===== src/rtl/cfg_arb_pkg.sv =====
// Shared definitions for the configuration-bank write arbiter: register map,
// commit-state encoding and the write-address decoder.
package cfg_arb_pkg;

  localparam int unsigned ADDR_OUT_LO = 0;
  localparam int unsigned ADDR_OUT_HI = 1;
  localparam int unsigned ADDR_PWM_LO = 2;
  localparam int unsigned ADDR_PWM_HI = 3;
  localparam int unsigned ADDR_DUTY   = 4;
  localparam int unsigned ADDR_FLUSH  = 5;
  localparam int unsigned NUM_REGS    = 5;
  localparam int unsigned IDX_W       = 3;

  typedef enum logic [1:0] {
    CLEAN = 2'd0,
    DIRTY = 2'd1,
    FLUSH = 2'd2
  } commit_state_e;

  typedef enum logic [1:0] {
    DEC_REG   = 2'd0,
    DEC_FLUSH = 2'd1,
    DEC_ERR   = 2'd2
  } dec_kind_e;

  typedef struct packed {
    dec_kind_e        kind;
    logic [IDX_W-1:0] idx;
  } dec_t;

  // Classify a write address as a bank register, the flush command, or out of range.
  function automatic dec_t decode(input logic [31:0] addr);
    dec_t d;
    d.kind = DEC_ERR;
    d.idx  = '0;
    if (addr < 32'(NUM_REGS)) begin
      d.kind = DEC_REG;
      d.idx  = IDX_W'(addr);
    end else if (addr == 32'(ADDR_FLUSH)) begin
      d.kind = DEC_FLUSH;
    end
    return d;
  endfunction

endpackage


===== src/rtl/cfg_write_arbiter_rr_arb2.sv =====
// Two-way round-robin arbiter: grant vector is combinational, the priority
// pointer moves to the other requester after every grant.
module rr_arb2 (
  input  logic       clk,
  input  logic       rst_n,
  input  logic [1:0] req,
  output logic [1:0] gnt
);

  logic rr_ptr;

  always_comb begin
    gnt = 2'b00;
    case (req)
      2'b01:   gnt = 2'b01;
      2'b10:   gnt = 2'b10;
      2'b11:   gnt = rr_ptr ? 2'b10 : 2'b01;
      default: gnt = 2'b00;
    endcase
  end

  // Grant to requester 0 hands priority to 1 and vice versa.
  always_ff @(posedge clk or negedge rst_n) begin
    if (!rst_n) begin
      rr_ptr <= 1'b0;
    end else if (|gnt) begin
      rr_ptr <= gnt[0];
    end
  end

endmodule


===== src/rtl/cfg_write_arbiter.sv =====
// Arbitrates SPI and sequencer writes into a shadow configuration bank and
// commits it atomically to the active bank on a PWM period boundary or flush.
// Optional: CFG_ERR_COUNT_EN adds a saturating dropped-write counter (err_count).
module cfg_write_arbiter
  import cfg_arb_pkg::*;
#(
  parameter int unsigned SYNC_COMMIT = 1,
  parameter int unsigned ADDR_W      = 7,
  parameter int unsigned DATA_W      = 8
) (
  input  logic              clk,
  input  logic              rst_n,
  input  logic              req0_valid,
  input  logic [ADDR_W-1:0] req0_addr,
  input  logic [DATA_W-1:0] req0_data,
  output logic              req0_ready,
  input  logic              req1_valid,
  input  logic [ADDR_W-1:0] req1_addr,
  input  logic [DATA_W-1:0] req1_data,
  output logic              req1_ready,
  input  logic              period_sync,
  output logic [DATA_W-1:0] en_reg_out_7_0,
  output logic [DATA_W-1:0] en_reg_out_15_8,
  output logic [DATA_W-1:0] en_reg_pwm_7_0,
  output logic [DATA_W-1:0] en_reg_pwm_15_8,
  output logic [DATA_W-1:0] pwm_duty_cycle,
  output logic              pending,
  output logic              wr_err
`ifdef CFG_ERR_COUNT_EN
  ,
  output logic [7:0]        err_count
`endif
);

  logic [1:0]        gnt;
  logic              wr_fire;
  logic [ADDR_W-1:0] wr_addr;
  logic [DATA_W-1:0] wr_data;
  dec_t              dec;
  logic              shadow_wr;
  logic              flush_wr;
  logic              err_wr;
  logic              commit_cond;
  logic              commit;
  commit_state_e     state;
  commit_state_e     next_state;
  logic [DATA_W-1:0] shadow [NUM_REGS];
  logic [DATA_W-1:0] active [NUM_REGS];

  rr_arb2 u_arb (
    .clk   (clk),
    .rst_n (rst_n),
    .req   ({req1_valid, req0_valid}),
    .gnt   (gnt)
  );

  assign req0_ready  = gnt[0];
  assign req1_ready  = gnt[1];
  assign wr_fire     = |gnt;
  assign wr_addr     = gnt[1] ? req1_addr : req0_addr;
  assign wr_data     = gnt[1] ? req1_data : req0_data;
  assign dec         = decode(32'(wr_addr));
  assign shadow_wr   = wr_fire && (dec.kind == DEC_REG);
  assign flush_wr    = wr_fire && (dec.kind == DEC_FLUSH) && wr_data[0];
  assign err_wr      = wr_fire && (dec.kind == DEC_ERR);
  assign commit_cond = period_sync || (SYNC_COMMIT == 0);

  // Commit state machine: a write landing in the commit cycle keeps the bank dirty.
  always_comb begin
    next_state = state;
    commit     = 1'b0;
    case (state)
      CLEAN: begin
        if (shadow_wr) next_state = DIRTY;
      end
      DIRTY: begin
        if (commit_cond) begin
          commit     = 1'b1;
          next_state = shadow_wr ? DIRTY : CLEAN;
        end else if (flush_wr) begin
          next_state = FLUSH;
        end
      end
      FLUSH: begin
        commit     = 1'b1;
        next_state = shadow_wr ? DIRTY : CLEAN;
      end
      default: next_state = CLEAN;
    endcase
  end

  always_ff @(posedge clk or negedge rst_n) begin
    if (!rst_n) begin
      state   <= CLEAN;
      pending <= 1'b0;
      wr_err  <= 1'b0;
    end else begin
      state   <= next_state;
      pending <= (next_state != CLEAN);
      wr_err  <= err_wr;
    end
  end

  // Active bank samples the pre-write shadow values on commit.
  always_ff @(posedge clk or negedge rst_n) begin
    if (!rst_n) begin
      for (int i = 0; i < NUM_REGS; i++) begin
        shadow[i] <= '0;
        active[i] <= '0;
      end
    end else begin
      if (commit) begin
        for (int i = 0; i < NUM_REGS; i++) active[i] <= shadow[i];
      end
      if (shadow_wr) shadow[dec.idx] <= wr_data;
    end
  end

`ifdef CFG_ERR_COUNT_EN
  always_ff @(posedge clk or negedge rst_n) begin
    if (!rst_n) begin
      err_count <= 8'h00;
    end else if (err_wr && (err_count != 8'hFF)) begin
      err_count <= err_count + 8'h01;
    end
  end
`endif

  assign en_reg_out_7_0  = active[IDX_W'(ADDR_OUT_LO)];
  assign en_reg_out_15_8 = active[IDX_W'(ADDR_OUT_HI)];
  assign en_reg_pwm_7_0  = active[IDX_W'(ADDR_PWM_LO)];
  assign en_reg_pwm_15_8 = active[IDX_W'(ADDR_PWM_HI)];
  assign pwm_duty_cycle  = active[IDX_W'(ADDR_DUTY)];

endmodule


===== config.mk =====
export PLATFORM = sky130hd
export DESIGN_NAME = cfg_write_arbiter
export DESIGN_NICKNAME = d
export VERILOG_FILES = /design/src/rtl/cfg_arb_pkg.sv /design/src/rtl/cfg_write_arbiter_rr_arb2.sv /design/src/rtl/cfg_write_arbiter.sv
export SDC_FILE = /design/constraint.sdc
export NUM_CORES = 1
export LEC_CHECK = 0
export CAP_MARGIN = 30
export CORE_ASPECT_RATIO = 0.5
export CORE_UTILIZATION = 35
export CTS_BUF_LIST = sky130_fd_sc_hd__clkbuf_4
export DETAILED_ROUTE_END_ITERATION = 8
export GPL_TIMING_DRIVEN = 1
export PLACE_DENSITY = 0.61
export SETUP_SLACK_MARGIN = 0.5
export SLEW_MARGIN = 20
export SYNTH_ARGS = -nofsm -noshare
export SYNTH_HDL_FRONTEND = slang
export SYNTH_SLANG_ARGS = --single-unit

===== constraint.sdc =====
create_clock -name clk -period 2.3 [get_ports clk]
set_clock_uncertainty 0.05 [all_clocks]
set_input_delay 0.575 -clock clk [delete_from_list [all_inputs] [get_ports clk]]
set_output_delay 0.575 -clock clk [all_outputs]
set_load 0.03 [all_outputs]

==> impl_metrics.env <==
export IMPL_grt_pass1_wl_um=13500
export IMPL_crit_arrival_ps=2330
export IMPL_synth_edf_count=0
export IMPL_antenna_found_initial=0
export IMPL_rows=25
export IMPL_drv_slew=0
export IMPL_p_per_area_mw_per_mm2=863
export IMPL_clock_sinks=85
export IMPL_nets=405
export IMPL_startpoint_type="register"
export IMPL_timing_final_crit_period_ps=2060
export IMPL_finalSetupTns_ps=0
export IMPL_grt_total_usage_pct=16.7
export IMPL_synth_top_area_cell="dfrtp_1"
export IMPL_clockBufferDepth=2
export IMPL_slew_headroom_pct=73.0
export IMPL_ys_flop_type="dfrtp_1"
export IMPL_yosysWarningCount=0
export IMPL_routed_wl_um=8550
export IMPL_crit_family="simple AND/OR/NAND/NOR gates"
export IMPL_n_antenna_cell=0
export IMPL_synth_distinct_cells=40
export IMPL_dp_slack_ps=-442
export IMPL_path_cells="nand2b_4 > nand2_8 > inv_8 > mux2_4 > or3_4 > buf_12 > mux2_4"
export IMPL_max_stage_delay_ps=450
export IMPL_setup_viol=0
export IMPL_fmax_mhz=486
export IMPL_cp_required_ps=2570
export IMPL_slowest_stage="dfrtp_2"
export IMPL_final_antenna_net_count=0
export IMPL_yosysTopAreaCellShare_pct=58.1
export IMPL_hold_violations=0
export IMPL_power_leakage_nw=2.64
export IMPL_outcome="finished clean"
export IMPL_drt_initial_drc_count=79
export IMPL_grt_setup_unrepaired="true"
export IMPL_port_buffer_count=78
export IMPL_crit_top_cell="mux2_4"
export IMPL_ys_ff_latch=85
export IMPL_drive_gt1_share_pct=59.3
export IMPL_start_util_pct=37.4
export IMPL_place_area_mm2=0.00490
export IMPL_die_height_um=74.3
export IMPL_first_pass_iters=4
export IMPL_worstMarginPinSlew_ps=405
export IMPL_setup_slack_ps=241
export IMPL_crit_buf_inv=2
export IMPL_hpwl_um=5780
export IMPL_synth_area_mm2=0.00366
export IMPL_gp_congestion=0.864
export IMPL_coreArea_mm2=0.00979
export IMPL_die_w_um=147
export IMPL_stdcell_area_mm2=0.00517
export IMPL_first_global_vias=2591
export IMPL_grt_max_degree=55
export IMPL_die_area_mm2=0.0109
export IMPL_synthTopCellsByArea="dfrtp_1 58%, mux2_2 22%, mux2_4 7.0%, ha_1 1.4%, buf_6 0.92%"
export IMPL_cts_tree="yes"
export IMPL_overflow=0
export IMPL_syn_num_nets=277
export IMPL_async_flop_share_pct=100
export IMPL_drc=0
export IMPL_htreeDepth=3
export IMPL_path_clk_slew_ps=120
export IMPL_hp_class="register to register"
export IMPL_wl_per_cell_um=16.9
export IMPL_num_io_pins=79
export IMPL_post_route_period_util_pct=89.5
export IMPL_avgSynthCellArea_um2=15.4
export IMPL_crit_fanout=8
export IMPL_numCtsBuffers=9
export IMPL_drv_cap=0
export IMPL_irDropWorstVdd_mv=0.281
export IMPL_clk_insertion_delay_late_ps=430
export IMPL_vias=2390
export IMPL_crit_type="register to register"
export IMPL_routed_via_density=4.72
export IMPL_endpoint_kind="register"
export IMPL_netlist_instances=238
export IMPL_power_mw=4.46
export IMPL_ys_seq_area_share_pct=58.1
export IMPL_area_growth_syn_to_layout_pct=41.1
export IMPL_root_buffer="clkbuf_4"
## cell type report
| cell class | count | area [um2] |
|---|---|---|
| clock buffer | 9 | 67.6 |
| clock inverter | 7 | 72.6 |
| fill | 813 | 4620 |
| inverter | 4 | 22.5 |
| multi-input combinational | 140 | 1630 |
| sequential | 85 | 2130 |
| tap | 135 | 169 |
| timing repair buffer | 126 | 1080 |
## final timing paths
kind	start	endpoint	slack, ps	cells past startpoint
max	u_arb.rr_ptr	shadow[22]	240	7
min	en_reg_out_15_8[2]	en_reg_out_15_8[2]	460	1
max reg2reg	u_arb.rr_ptr	shadow[22]	240	7
min reg2reg	en_reg_out_15_8[2]	en_reg_out_15_8[2]	460	1
max in group asynchronous	rst_n	u_arb.rr_ptr	1010	3
min in group asynchronous	rst_n	en_reg_out_7_0[5]	530	2
## power breakdown
group          internal [mW]  switching [mW]  total (mW)
sequential              1.84           0.183        2.02
combinational          0.712           0.873        1.59
clock                  0.337           0.516       0.853
## metal layers
layer	vias to the layer above	routed length, um	GRT usage, %
li1	1116	-	-
met1	1222	3900	21.0
met2	45	4180	28.3
met3	7	397	5.40
met4	0	71	4.40
met5	-	0	0
## Yosys cell counts, types with 2 or more instances
library cell	number
dfrtp_1	85
mux2_4	17
o21ai_0	3
o2bb2ai_1	2
a21oi_1	5
mux2i_1	2
buf_6	3
o211ai_1	2
a21boi_0	2
nand2_1	3
inv_1	3
nor2b_1	2
clkbuf_1	4
mux2_2	72
nor2_1	3
nand3_1	2
ha_1	4
or3_1	2
## sequential cells by signal, indices dropped and copies added, names as in the netlist, 2 cells and up
name / cells
en_reg_out_15_8: 8
state: 2
en_reg_pwm_15_8: 8
pwm_duty_cycle: 8
shadow: 40
en_reg_out_7_0: 8
en_reg_pwm_7_0: 8
## placed cells by master, fill, tap and decap left out, drive strengths merged, types with 3 or more instances in the layout
master	instances
clkbuf	11
dfrtp	85
clkinv	3
a21oi	5
inv	6
o21ai	3
clkdlybuf4s15	13
buf	82
a21boi	3
nand3	3
nand2	4
dlygate4sd2	6
mux2	89
nor2	3
clkdlybuf4s50	21
ha	4
## stage by stage
step                std cells  utilization, %  hold slack (ps)
global placement          473            50.0              433
CTS                       501            54.1              467
detailed placement        473            50.0              440
finish                    506            52.8              462
floorplan                 238               -              229
global route              506            52.8              482
## cells by family (layout without fill, tap and decap cells)
group,after synthesis,count (layout),share of synthesized area (%)
mux,91,91,29.6
compound gates,24,24,4.68
flops,85,85,58.1
buf+inv,13,146,2.15
fa+ha+maj,4,4,1.37
simple gates,21,21,4.10
## repair_timing
action,CTS,global route
buffers inserted,11,5
resized for setup,175,76
hold endpoints to repair,15,0
pin swaps,10,5
hold buffers,1,0
endpoints found under the setup margin,118,113
Power figures use the tool's default switching activity.
